$ cat config.mk
export PLATFORM = sky130hd
export DESIGN_NAME = step_timer
export DESIGN_NICKNAME = d
export VERILOG_FILES = /design/src/rtl/step_timer.sv
export SDC_FILE = /design/constraint.sdc
export NUM_CORES = 1
export LEC_CHECK = 0
export ABC_AREA = 0
export BUFFER_PORTS_ARGS = -buffer_cell sky130_fd_sc_hd__buf_2
export CAP_MARGIN = 20
export CORE_ASPECT_RATIO = 0.75
export CORE_MARGIN = 2
export CORE_UTILIZATION = 45
export CTS_CLUSTER_DIAMETER = 40
export CTS_CLUSTER_SIZE = 8
export DETAILED_ROUTE_END_ITERATION = 10
export PLACE_DENSITY = 0.65
export SYNTH_ARGS = -nofsm -noshare
export SYNTH_HDL_FRONTEND = slang
export SYNTH_SLANG_ARGS = --single-unit
$ cat constraint.sdc
create_clock -name mclk -period 6.4 [get_ports mclk]
set_clock_uncertainty 0.2 [all_clocks]
set_input_delay 1.28 -clock mclk [delete_from_list [all_inputs] [get_ports mclk]]
set_output_delay 1.28 -clock mclk [all_outputs]
set_load 0.01 [all_outputs]
$ cat src/rtl/step_timer.sv
// Periodic step generator: counts qualified ticks of a slow time base and raises a
// held step request every `period` ticks, tracking issued and missed steps.
module step_timer #(
    parameter int unsigned WIDTH      = 8,
    parameter int unsigned PERIOD_RST = 50,
    parameter int unsigned EDGE_MODE  = 0
) (
    input  logic             mclk,
    input  logic             clr,
    input  logic             tick_in,
    input  logic             start,
    input  logic             stop,
    input  logic             period_load,
    input  logic [WIDTH-1:0] period_in,
    input  logic             step_ack,
    output logic             step_req,
    output logic             running,
    output logic [3:0]       overrun_cnt,
    output logic [15:0]      step_cnt
);

    typedef enum logic [1:0] {StIdle, StRun, StWaitAck} state_e;

    localparam logic [WIDTH-1:0] PeriodTrunc = WIDTH'(PERIOD_RST);
    localparam logic [WIDTH-1:0] PeriodInit  = (PeriodTrunc == '0) ? WIDTH'(1) : PeriodTrunc;

    state_e           state_q, state_d;
    logic [WIDTH-1:0] cnt_q, cnt_d;
    logic [WIDTH-1:0] period_q, period_d;
    logic             step_req_q, step_req_d;
    logic             running_q, running_d;
    logic [3:0]       overrun_q, overrun_d;
    logic [15:0]      step_cnt_q, step_cnt_d;
    logic             tick_prev_q;

    logic             tick_qual;
    logic [WIDTH:0]   cnt_inc;
    logic             period_done;

    // In edge mode only the rising edge of the divided square wave counts.
    assign tick_qual   = (EDGE_MODE != 0) ? (tick_in & ~tick_prev_q) : tick_in;
    assign cnt_inc     = {1'b0, cnt_q} + (WIDTH+1)'(1);
    assign period_done = tick_qual && (cnt_inc >= {1'b0, period_q});

    always_comb begin
        state_d    = state_q;
        cnt_d      = cnt_q;
        period_d   = period_q;
        step_req_d = step_req_q;
        overrun_d  = overrun_q;
        step_cnt_d = step_cnt_q;

        if (period_load) begin
            period_d = (period_in == '0) ? WIDTH'(1) : period_in;
        end

        if (stop) begin
            state_d    = StIdle;
            step_req_d = 1'b0;
            cnt_d      = '0;
        end else begin
            unique case (state_q)
                StIdle: begin
                    cnt_d = '0;
                    if (start) begin
                        state_d   = StRun;
                        overrun_d = '0;
                    end
                end
                StRun: begin
                    if (tick_qual) begin
                        cnt_d = period_done ? '0 : cnt_inc[WIDTH-1:0];
                    end
                    if (period_done) begin
                        step_req_d = 1'b1;
                        step_cnt_d = step_cnt_q + 16'd1;
                        state_d    = StWaitAck;
                    end
                end
                StWaitAck: begin
                    if (tick_qual) begin
                        cnt_d = period_done ? '0 : cnt_inc[WIDTH-1:0];
                    end
                    // A completion while unacknowledged is lost, never queued.
                    if (period_done) begin
                        if (step_ack) begin
                            step_cnt_d = step_cnt_q + 16'd1;
                        end else if (overrun_q != 4'hF) begin
                            overrun_d = overrun_q + 4'd1;
                        end
                    end else if (step_ack) begin
                        step_req_d = 1'b0;
                        state_d    = StRun;
                    end
                end
                default: begin
                    state_d    = StIdle;
                    step_req_d = 1'b0;
                    cnt_d      = '0;
                end
            endcase
        end

        running_d = (state_d != StIdle);
    end

    always_ff @(posedge mclk) begin
        if (clr) begin
            state_q     <= StIdle;
            cnt_q       <= '0;
            period_q    <= PeriodInit;
            step_req_q  <= 1'b0;
            running_q   <= 1'b0;
            overrun_q   <= '0;
            step_cnt_q  <= '0;
            tick_prev_q <= 1'b0;
        end else begin
            state_q     <= state_d;
            cnt_q       <= cnt_d;
            period_q    <= period_d;
            step_req_q  <= step_req_d;
            running_q   <= running_d;
            overrun_q   <= overrun_d;
            step_cnt_q  <= step_cnt_d;
            tick_prev_q <= tick_in;
        end
    end

    assign step_req    = step_req_q;
    assign running     = running_q;
    assign overrun_cnt = overrun_q;
    assign step_cnt    = step_cnt_q;

endmodule

# After elaboration in Yosys (flattened, before gate mapping)
# Cells that the tools add are included.
# classes
addsub,3
magnitude_cmp,1
n_eq_ne,10
mux,21
bitwise,3
reduce_logical,12
# ops
op,count
16-bit two-way mux,3
16-bit case mux with 2 select lines,1
"16-bit by 1-bit adder with 16-bit output, second input constant",1
4-bit two-way mux,4
8-bit two-way mux,2
"2-bit != test, second input constant",7
2-bit two-way mux,5
"8-bit by 1-bit adder with 9-bit output, second input constant",1
9-bit by 8-bit >= comparator with 1-bit output,1
8-bit zero test,1
4-bit case mux with 2 select lines,1
2-bit case mux with 3 select lines,1
6-bit AND reduction,1
2-bit nonzero test,3
5-bit AND reduction,1
"4-bit by 1-bit adder with 4-bit output, second input constant",1
"4-bit != test, second input constant",1
4-bit AND reduction,1
2-bit OR reduction,2
1-bit two-way mux,3
1-bit inverter,3
1-bit case mux with 3 select lines,1
3-bit OR reduction,1
"2-bit by 1-bit equality test with 1-bit output, second input constant",1
other kinds (3),3
# totals
ff_bits,40
inputBits,15
out_inout_bits,22
elab_cells,57

# Logic depth before layout (Yosys ltp)
# Gate-level depths: netlist of the first run.
# logic_depth
word_depth,7
mapped_depth,14
ltp_nobuf,11

# Worst setup path before layout of the first run
# Ideal clock, no wire load.
# synth_path
kind,register to register
start,reg cnt_q[0]
end,"reg step_cnt_q[11], in the netlist step_cnt[11]"
setup_ns,0.071
t_arrival_ns,2.672
required_time_ns,6.129
setup_slack_ns,3.458
path_stages_with_launch,14
path_buffers,2
period_less_slack_ns,2.942
cell_sequence,dfxtp_1 -> ha_1 -> and3_1 -> buf_4 -> nand3_1 -> xnor2_1 -> ha_1 -> nand2_1 -> o21ai_0 -> o21bai_1 -> a31oi_2 -> buf_6 -> or4_1 -> a21oi_1
# synth_via
elab_chain_len,5
word_cells_on_any_way,6
classes_between,add/sub: 1; order compare: 1; eq/ne: 2; reduce/logical: 2
# synth_lines
element,line_no,rtl
start: declaration,28,"logic [WIDTH-1:0] cnt_q, cnt_d;"
start signal: assignment,119,cnt_q <= cnt_d;
8-bit by 1-bit adder with 9-bit output *,42,"assign cnt_inc = {1'b0, cnt_q} + (WIDTH+1)'(1);"
9-bit by 8-bit >= comparator with 1-bit output *,43,"assign period_done = tick_qual && (cnt_inc >= {1'b0, period_q});"
1-bit logical AND *,43,
2-bit != test (no line),--,
5-bit AND reduction (no line) *,--,
end signal: assignment,124,step_cnt_q <= step_cnt_d;
end: declaration,33,"logic [15:0] step_cnt_q, step_cnt_d;"
# Every way passes the cells marked *; elsewhere a longest branch is shown, timed or not.
# A chain may end at the register's enable or synchronous reset.

# Worst setup path after layout of the first run
# layout_path
start,reg cnt_q[0]
end,"reg step_cnt_q[6], in the netlist step_cnt[6]"
# Same word-level chain as after synthesis.

==> results of run 1 <==
==> metrics by stage <==
step           area [µm²]    util
2_1_floorplan        2198       -
3_3_place_gp         2385  0.5216
3_5_place_dp         2385  0.5216
4_1_cts              2496  0.5460
5_1_grt              2511  0.5493
6_report             2511  0.5493
==> worst max-delay path, delay by kind of cell (launching register included) <==
kind / cells / cell delay [ns]
buffers and inverters: 1 / 0.23
AO/OA/AOI/OAI: 3 / 0.75
flip-flops: 1 / 0.45
AND/OR/NAND/NOR: 4 / 1.00
XOR/XNOR: 1 / 0.15
adder cells (fa/ha/maj): 2 / 0.56
==> report_power, final <==
group          internal, mW  switching (mW)
Sequential            0.253         0.00212
Combinational        0.0135          0.0218
Clock                 0.115          0.0904
==> how the worst min path moves through the flow <==
| stage | end | slack (ns) |
|---|---|---|
| floorplan | period_q[2] | 0.26 |
| global placement | step_cnt[15] | 0.27 |
| detailed placement | step_cnt[15] | 0.27 |
| CTS | step_cnt[15] | 0.28 |
| global route | period_q[6] | 0.33 |
| finish | step_cnt[15] | 0.28 |
==> placed cells by master, fill, tap and decap left out, types with 11 or more instances in the layout <==
| master | count |
|---|---|
| nor2_1 | 23 |
| inv_1 | 15 |
| a21oi_1 | 21 |
| buf_2 | 36 |
| nand2_1 | 18 |
| dfxtp_1 | 40 |
| nand3_1 | 14 |
| ha_1 | 15 |
| o31ai_1 | 11 |
==> cell usage after synthesis <==
cell and count:
dfxtp_1 40, nor2_1 23, a21oi_1 21, nand2_1 18, ha_1 15, inv_1 15
nand3_1 14, o31ai_1 11, or4_1 10, xor2_1 10, o21ai_0 8, nand4_1 7
or3_1 7, clkbuf_1 6, mux2i_1 6, xnor2_1 4, a31oi_1 3, and3_1 3
buf_4 3, nor2b_1 3, nor3_1 3, o211ai_1 3, a22o_1 2, a31o_2 2
and2_1 2, nor4_1 2, o21bai_1 2, o32ai_1 2, a211oi_1 1, a21o_1 1
a221oi_1 1, a22oi_1 1, a311oi_1 1, a31oi_2 1, a41o_2 1, and4_1 1
buf_1 1, buf_2 1, buf_6 1, nand2b_1 1, nor3b_1 1, nor4b_1 1
or4b_1 1
==> layout make-up <==
cell class | instances | area, µm² | share of cell area
well taps | 57 | 71.32 | 0.02840
flip-flops and latches | 40 | 800.8 | 0.3189
inverters | 15 | 56.30 | 0.02242
clock inverters | 3 | 42.54 | 0.01694
clock buffers | 5 | 68.82 | 0.02740
repair buffers | 37 | 195.2 | 0.07773
multi-input cells | 193 | 1276 | 0.5082
==> layer usage <==
metal	vias to the layer above	routed length (µm)	GRT usage
met5	-	0	0
met4	0	41	0.04563
met3	5	174	0.04076
met2	38	1904	0.2579
met1	879	2542	0.2598
li1	1016	-	-
==> sequential cells by signal (all words and copies together), names as in the netlist <==
register / flops
step_cnt: 16
cnt_q: 8
period_q: 8
overrun_cnt: 4
state_q: 2
running: 1
step_req: 1
==> cells by family after synthesis <==
group	synth area share
and+or+nand+nor	0.2299
AOI/OAI and AO/OA	0.1821
DFF	0.3643
buffers and inverters	0.05520
adders and majority gates	0.08537
xor gates and xnor gates	0.05577
muxes	0.02732
==> out/results.txt, run 1 <==
critical path fanouts, max: 26
1st-iter DRT viols: 58
initial antenna violation count: 0
Mapped Nets: 290
Max Freq: 0.2930 GHz
most used cell, CP: ha_1
Die Span X: 84.71 µm
period utilization: 0.5334
IO Pins: 37
Crit Path Class: flop to flop
post-route setup slack: 2.987 ns
max cap viols: 0
GRT Total Usage: 0.1761
Yosys top cell by area: dfxtp_1
Final setup viols: 0
Design Power: 496.1 µW
slowest cell on the critical path: or4_1
pre-CTS setup slack: 2.759 ns
min-delay src: step_cnt[15]
Fin Hold WS: 0.2802 ns
Final Wtd Congestion: 0.8272
grt ovf: 0
CP endpoint: step_cnt[6]
r2r startpoint: cnt_q[0]
number of buffers created by CTS: 5
clk sinks: 40
setup tns final: 0 ns
H-tree levels: 2
pins over their slew limit: 0
Hold Path Depth: 2
core footprint: 0.004572 mm²
Avg WL per Cell: 13.32 µm
DR DRC count: 0
Clock Path Buffers: 2
hold buffers post-CTS: 0
ranking of synthesized cells by area: dfxtp_1 36%, ha_1 8.5%, a21oi_1 4.8%
worst r2r dst: step_cnt[6]
worst-skew pair later-pin latency: 0.29 ns
Avg Cell Area, Syn: 8.455 µm²
Synth cell types: 43
die extent in y: 64.53 µm
Yosys top cell area share: 0.3643
CP max stage delay: 0.52 ns
Mapped Cells: 260
CTS clk-pin slew, worst paths: 0.08 ns
crit path launch: cnt_q[0]
Worst Tran Pin Value: 0.7245 ns
Layout Nets: 322
hold crit path type: flop to flop
clock root buffer: clkbuf_8
Leak: 1.028 nW
final hold vios: 0
CTS tree: built
final critical-path required period: 3.413 ns
Cell Count, Final, Fillers Out: 350
postcts setup bufs: 0
Seq/Total Area, Yosys: 0.3643
pwr/cell area: 197.5 mW/mm²
reg-to-reg setup timing slack: 2.99 ns
post-DR vias/cell: 5.537
largest net degree at the start of global routing: 31
slew margin rel.: 0.5125
Initial DRT Pass Iterations: 4
Starting Density: 0.4808
Buffers on Ports: 36
critical path data arrival time: 3.43 ns
Critical Path Source Type: flop
final wirelength: 4662 µm
vias in the first global route: 1727
RSZ-0062 raised after global routing: no
row count: 21
routed vias: 1938
#FFs+latches synth: 40
Cell Chain, Critical Path: ha_1, and3_1, nand3_1, xnor2_1, ha_1, nand4_1, o21bai_1, a31oi_2, buf_8, or4_1, a21oi_1
outcome: finished clean
share of layout cells above drive strength 1: 0.1672
synthesized area: 0.002198 mm²
Max VDD drop: 110.6 µV
DP Wirelength: 3295 µm
post-route ant nets: 0
Reg2Reg Depth: 11
Layout area overhead: 14.23%
Filler Cell Count: 436
placed cells: 341
crit end category: flop
PostCTS Resize Cnt: 0
YS warnings: 0
area of the die: 0.005466 mm²
Crit path required time: 6.42 ns
first-pass GRT wire length: 7879 µm
antenna cells: 0
No activity file was read; power rests on OpenSTA's default activity.
==> inputs of run 2 (changes only) <==
--- a/config.mk
+++ b/config.mk
@@ -5,7 +5,7 @@
 export SDC_FILE = /design/constraint.sdc
 export NUM_CORES = 1
 export LEC_CHECK = 0
-export ABC_AREA = 0
+export ABC_AREA = 1
 export BUFFER_PORTS_ARGS = -buffer_cell sky130_fd_sc_hd__buf_2
 export CAP_MARGIN = 20
 export CORE_ASPECT_RATIO = 0.75
==> constraint.sdc (replaced) <==
create_clock -name mclk -period 3.18 [get_ports mclk]
set_clock_uncertainty 0.2 [all_clocks]
set_input_delay 0.636 -clock mclk [delete_from_list [all_inputs] [get_ports mclk]]
set_output_delay 0.636 -clock mclk [all_outputs]
set_load 0.01 [all_outputs]
==> run 2 against run 1 <==
  * Area after synthesis rose by 7.9%
  * Sequential cell count did not move
  * Core utilization fell by 1.3 points
  * Combinational power rose by 120%
  * Register-to-register slack got worse by 2.6 ns
  * Total power rose by 91%
  * Critical endpoint is now step_cnt[2]
==> out/results.txt, run 2 <==
most frequent cells after synthesis: 74 x nand2_1, 40 x dfxtp_1, 36 x inv_1
pins over their slew limit: 0 (unchanged)
post-route ant nets: 0 (unchanged)
pre-CTS setup slack: 0.3611 ns (-2.398 ns)
Initial DRT Pass Iterations: 4 (unchanged)
pwr/cell area: 355.1 mW/mm² (+80%)
Yosys top cell by area: dfxtp_1
Starting Density: 0.4759 (-0.004951)
Final setup viols: 0 (unchanged)
worst-skew pair later-pin latency: 0.29 ns (about the same)
critical path fanouts, max: 15 (-42%)
Leak: 1.198 nW (+17%)
slew margin rel.: 0.5017 (-0.01085)
Mapped Nets: 353 (+22%)
largest net degree at the start of global routing: 24 (-23%)
die extent in y: 66.86 µm (+3.6%)
first-pass GRT wire length: 8894 µm (+13%)
main flop type after synthesis: dfxtp_1
Synth cell types: 32 (-26%)
DP Wirelength: 3900 µm (+18%)
Clock Path Buffers: 2 (unchanged)
max cap viols: 0 (unchanged)
PostCTS Resize Cnt: 0 (unchanged)
Buffers on Ports: 36 (unchanged)
FFs w/ async S/R, synth: 0 (unchanged)
Layout area overhead: 12.72%
Yosys top cell area share: 0.3377 (-0.02653)
outcome: finished clean
clk sinks: 40 (unchanged)
max reg flops: 16 (unchanged)
critical path data arrival time: 2.80 ns (-0.63 ns)
area of the die: 0.005871 mm² (+7.4%)
CTS clk-pin slew, worst paths: 0.08 ns (about the same)
Seq/Total Area, Yosys: 0.3377 (-0.02653)
CTS tree: built
clock root buffer: clkbuf_8
number of buffers created by CTS: 5 (unchanged)
post-route setup slack: 0.3401 ns (-2.646 ns)
Max Freq: 0.3521 GHz (+20%)
hold buffers post-CTS: 0 (unchanged)
grt ovf: 0 (unchanged)
#FFs+latches synth: 40 (unchanged)
H-tree levels: 2 (unchanged)
Mapped Cells: 323 (+24%)
Worst Tran Pin Value: 0.7475 ns (+0.02295 ns)
Layout Nets: 389 (+21%)
Max VDD drop: 239.1 µV (+120%)
Avg WL per Cell: 12.15 µm (-8.8%)
Design Power: 949.1 µW (+91%)
final instance area: 0.002673 mm² (+6.4%)
setup tns final: 0 ns (unchanged)
most common cell after layout, fill and taps aside: nand2_1
IO Pins: 37 (unchanged)
1st-iter DRT viols: 106 (+83%)
synthesized area: 0.002371 mm² (+7.9%)
Crit path required time: 3.14 ns (-3.28 ns)
Die Span X: 87.82 µm (+3.7%)
postcts setup bufs: 0 (unchanged)
core footprint: 0.004982 mm² (+9.0%)
final hold vios: 0 (unchanged)
crit end category: flop
post-DR vias/cell: 5.005 (-9.6%)
YS warnings: 0 (unchanged)
Post-synth EDFFs: 0 (unchanged)
top-count cell post-synth: nand2_1
Fin Hold WS: 0.2729 ns (-0.007251 ns)
period utilization: 0.8931 (+0.3597)
Core Util, Final: 0.5364 (-0.01285)
placed cells: 424 (+24%)
share of layout cells above drive strength 1: 0.1611 (-0.006124)
final wirelength: 5250 µm (+13%)
hold crit path type: flop to flop
Final Wtd Congestion: 0.9013 (+9.0%)
most frequent cells in the layout: 74 x nand2_1, 40 x dfxtp_1, 36 x inv_1, 36 x buf_2, 35 x a21oi_1
DP Area: 0.002580 mm² (+8.2%)
initial antenna violation count: 0 (unchanged)
Critical Path Source Type: flop
GRT Total Usage: 0.1936 (+0.01755)
final critical-path required period: 2.840 ns (-0.5736 ns)
Avg Cell Area, Syn: 7.341 µm² (-13%)
routed vias: 2162 (+12%)
row count: 22 (+4.8%)
vias in the first global route: 1886 (+9.2%)
ranking of synthesized cells by area: dfxtp_1 34%, nand2_1 12%, ha_1 7.9%
Cell Count, Final, Fillers Out: 432 (+23%)
RSZ-0062 raised after global routing: no
DR DRC count: 0 (unchanged)
antenna cells: 0 (unchanged)
Crit Path Class: flop to flop
==> run 2: path summary, 6_finish.rpt <==
kind / from / endpoint / slack, ns / depth (start not counted)
worst max-delay path: cnt_q[0] / step_cnt[2] / 0.34 / 17
worst min-delay path: period_q[3] / period_q[3] / 0.27 / 2
worst max register to register: cnt_q[0] / step_cnt[2] / 0.34 / 17
worst min register to register: period_q[3] / period_q[3] / 0.27 / 2
==> run 2: logic make-up (layout without fill, tap and decap cells) <==
group / count (synthesis) / count (layout) / share of synthesized area
buffers and inverters: 46 / 83 / 0.09076
AO/OA/AOI/OAI: 50 / 50 / 0.1145
XOR/XNOR: 22 / 22 / 0.08126
flip-flops: 40 / 40 / 0.3377
AND/OR/NAND/NOR: 150 / 150 / 0.2966
adder cells (fa/ha/maj): 15 / 15 / 0.07916
==> run 2: area by class of cell <==
| type | count | area [µm²] |
|---|---|---|
| Sequential cell | 40 | 800.8 |
| Timing Repair Buffer | 38 | 195.2 |
| Tap cell | 72 | 90.09 |
| Clock buffer | 6 | 82.58 |
| Multi-Input combinational cell | 237 | 1355 |
| Clock inverter | 2 | 10.01 |
| Inverter | 37 | 138.9 |
| Fill cell | 499 | 2310 |
==> run 2: layer usage <==
layer  vias to the layer above  share of wire  global-route usage  routed length [µm]
met4                         0         0.0051             0.03462                  27
li1                       1146              -                   -                   -
met3                         2          0.046             0.04461                 241
met5                         -              0                   0                   0
met2                        41           0.39              0.2756                2063
met1                       973           0.56              0.2957                2918
==> run 2: critical path: stages (launching register included) <==
cell     delay (ns)
dfxtp_1        0.40
ha_1           0.23
nand3_2        0.13
xnor2_1        0.17
ha_1           0.31
nand2_1        0.07
nor2_1         0.09
nand2_1        0.05
nand3_1        0.07
nand2_1        0.05
nand2_1        0.07
nand2_1        0.06
nand2_2        0.08
nand2_4        0.08
o21ai_4        0.19
nand3_4        0.26
nand2_1        0.13
a21oi_1        0.07
==> run 2: where the power goes <==
group          internal [mW]  switching, mW  leakage, nW  total, mW
logic                 0.0266         0.0513        0.823     0.0779
clock network          0.173          0.183       0.0510      0.356
registers              0.510        0.00458        0.325      0.515
total                  0.710          0.239         1.20      0.949
==> inputs of run 3 (changes only) <==
--- a/config.mk
+++ b/config.mk
@@ -9,12 +9,13 @@
 export BUFFER_PORTS_ARGS = -buffer_cell sky130_fd_sc_hd__buf_2
 export CAP_MARGIN = 20
 export CORE_ASPECT_RATIO = 0.75
-export CORE_MARGIN = 2
+export CORE_MARGIN = 3
 export CORE_UTILIZATION = 45
 export CTS_CLUSTER_DIAMETER = 40
 export CTS_CLUSTER_SIZE = 8
 export DETAILED_ROUTE_END_ITERATION = 10
 export PLACE_DENSITY = 0.65
+export SKIP_CTS_REPAIR_TIMING = 1
 export SYNTH_ARGS = -nofsm -noshare
 export SYNTH_HDL_FRONTEND = slang
 export SYNTH_SLANG_ARGS = --single-unit
==> constraint.sdc (replaced) <==
create_clock -name mclk -period 3.18 [get_ports mclk]
set_clock_uncertainty 0.2 [all_clocks]
set_input_delay 0.159 -clock mclk [delete_from_list [all_inputs] [get_ports mclk]]
set_output_delay 0.159 -clock mclk [all_outputs]
set_load 0.01 [all_outputs]
==> run 3 against run 2 <==
  * The flow now finishes with violations (negative hold slack)
  * Cell area grew 2.1%
  * Critical endpoint is now step_cnt[3]
  * Fmax is 1.1% higher
  * Total power fell by 2.6%
  * Combinational power up 11%
  * Highest routed layer unchanged
==> out/results.txt, run 3 (synthesis results as in run 2) <==
outcome: complete, but fails checks
failing checks: negative hold slack
max cap viols: 0 (unchanged)
H-tree levels: 2 (unchanged)
period utilization: 0.8836 (-0.009468)
area of the die: 0.006185 mm² (+5.3%)
post-DR vias/cell: 5.030 (+0.50%)
Leak: 1.213 nW (+1.2%)
Crit Path Class: flop to flop
Cell Chain, Critical Path: ha_1, nand3_2, xnor2_1, ha_1, nand2_1, nor2_1, nand2_1, nand3_1, nand2_1, nand2_1, nand2_1, nand2_2, nand2_4, o21ai_4, nand3_4, nand2_1, a21oi_1
clk sinks: 40 (unchanged)
Layout area overhead: 15.04%
slew margin rel.: 0.5995 (+0.09786)
DP Wirelength: 3906 µm (+0.15%)
routed vias: 2203 (+1.9%)
IO Pins: 37 (unchanged)
share of layout cells above drive strength 1: 0.1530 (-0.008106)
most used cell, CP: nand2_1
Layout Nets: 396 (+1.8%)
number of buffers created by CTS: 5 (unchanged)
1st-iter DRT viols: 145 (+37%)
first-pass GRT wire length: 9149 µm (+2.9%)
final wirelength: 5407 µm (+3.0%)
grt ovf: 0 (unchanged)
pwr/cell area: 339.0 mW/mm² (-4.5%)
die extent in y: 68.86 µm (+3.0%)
critical path fanouts, max: 15 (unchanged)
hold crit path type: input pin to flop
Fin Hold WS: -0.01982 ns (-0.2927 ns)
family with the most delay on the worst path: simple AND/OR/NAND/NOR gates
Die Span X: 89.82 µm (+2.3%)
Worst Tran Pin Value: 0.6007 ns (-0.1468 ns)
most frequent cells in the layout: 74 x nand2_1, 40 x dfxtp_1, 36 x inv_1, 36 x buf_2, 35 x a21oi_1
Clock Path Buffers: 2 (unchanged)
GRT Total Usage: 0.1812 (-0.01249)
slowest cell on the critical path: dfxtp_1
Buffers on Ports: 36 (unchanged)
CP max stage delay: 0.39 ns (about the same)
initial antenna violation count: 0 (unchanged)
Initial DRT Pass Iterations: 4 (unchanged)
RSZ-0062 raised after global routing: no
Avg WL per Cell: 12.34 µm (+1.6%)
row count: 22 (unchanged)
final critical-path required period: 2.810 ns (-0.03011 ns)
Critical Path Source Type: flop
Max VDD drop: 249.8 µV (+4.5%)
post-route ant nets: 0 (unchanged)
Core Util, Final: 0.5475 (+0.01105)
core footprint: 0.004982 mm² (unchanged)
CTS tree: built
final hold vios: 4 (+4)
largest net degree at the start of global routing: 24 (unchanged)
Buffers & Inverters on Critical Path: 0 (unchanged)
clock root buffer: clkbuf_8
Max Freq: 0.3559 GHz (+1.1%)
critical path data arrival time: 2.76 ns (-0.04 ns)
vias in the first global route: 1990 (+5.5%)
Crit path required time: 3.13 ns (about the same)
most common cell after layout, fill and taps aside: nand2_1
CTS clk-pin slew, worst paths: 0.08 ns (about the same)
setup tns final: 0 ns (unchanged)
Final setup viols: 0 (unchanged)
antenna cells: 0 (unchanged)
DR DRC count: 0 (unchanged)
max reg flops: 16 (unchanged)
Starting Density: 0.4759 (unchanged)
crit end category: flop
worst-skew pair later-pin latency: 0.29 ns (about the same)
Final Wtd Congestion: 0.8975 (-0.42%)
pins over their slew limit: 0 (unchanged)
[run 3: cell count changes in the layout (fill, tap and decap cells not counted), sizes merged]
cell,before,now
dlygate4sd3,0,7
clkinv,3,2
[run 3: worst paths after layout]
check / start / end / slack [ns] / cells after the start
max: cnt_q[0] / step_cnt[3] / 0.37 / 17
min: period_in[6] / period_q[6] / -0.02 / 3
max reg2reg: cnt_q[0] / step_cnt[3] / 0.37 / 17
min reg2reg: period_q[2] / period_q[2] / 0.27 / 2
[run 3: area by class of cell]
cell class / instances / area (µm²)
fillers: 479 / 2255
multi-input cells: 237 / 1355
flip-flops and latches: 40 / 800.8
repair buffers: 45 / 265.3
inverters: 37 / 138.9
well taps: 72 / 90.09
clock buffers: 6 / 72.57
clock inverters: 1 / 5.005
[run 3: metrics by stage]
step	worst slack (ns)	total power, mW	std cells	cell area, µm²
after floorplan	0.7265	0.5808	323	2371
after detailed placement	0.3928	0.6045	424	2580
after global placement	0.4722	0.6034	424	2580
final	0.3702	0.9247	438	2728
after CTS	0.3558	0.9269	431	2658
after global routing	0.01072	0.9708	438	2728
[run 3: worst register-to-register path: stages (launching register included)]
cell and delay (ns):
dfxtp_1 0.39, ha_1 0.22, nand3_2 0.12, xnor2_1 0.17, ha_1 0.30, nand2_1 0.07
nor2_1 0.11, nand2_1 0.06, nand3_1 0.06, nand2_1 0.05, nand2_1 0.06, nand2_1 0.06
nand2_2 0.08, nand2_4 0.08, o21ai_4 0.19, nand3_4 0.28, nand2_1 0.12, a21oi_1 0.07
[run 3: routing by layer]
| layer | vias to the layer above | wire length, µm | global-route usage | part of all wire |
|---|---|---|---|---|
| met1 | 992 | 2857 | 0.2649 | 0.53 |
| li1 | 1158 | - | - | - |
| met4 | 0 | 30 | 0.05545 | 0.0055 |
| met3 | 2 | 322 | 0.04013 | 0.060 |
| met5 | - | 0 | 0 | 0 |
| met2 | 51 | 2197 | 0.2650 | 0.41 |
[run 3: report_power, final]
part | switching [mW] | internal (mW)
Combinational | 0.0537 | 0.0329
Clock | 0.174 | 0.149
Sequential | 0.00447 | 0.510
Total | 0.232 | 0.693
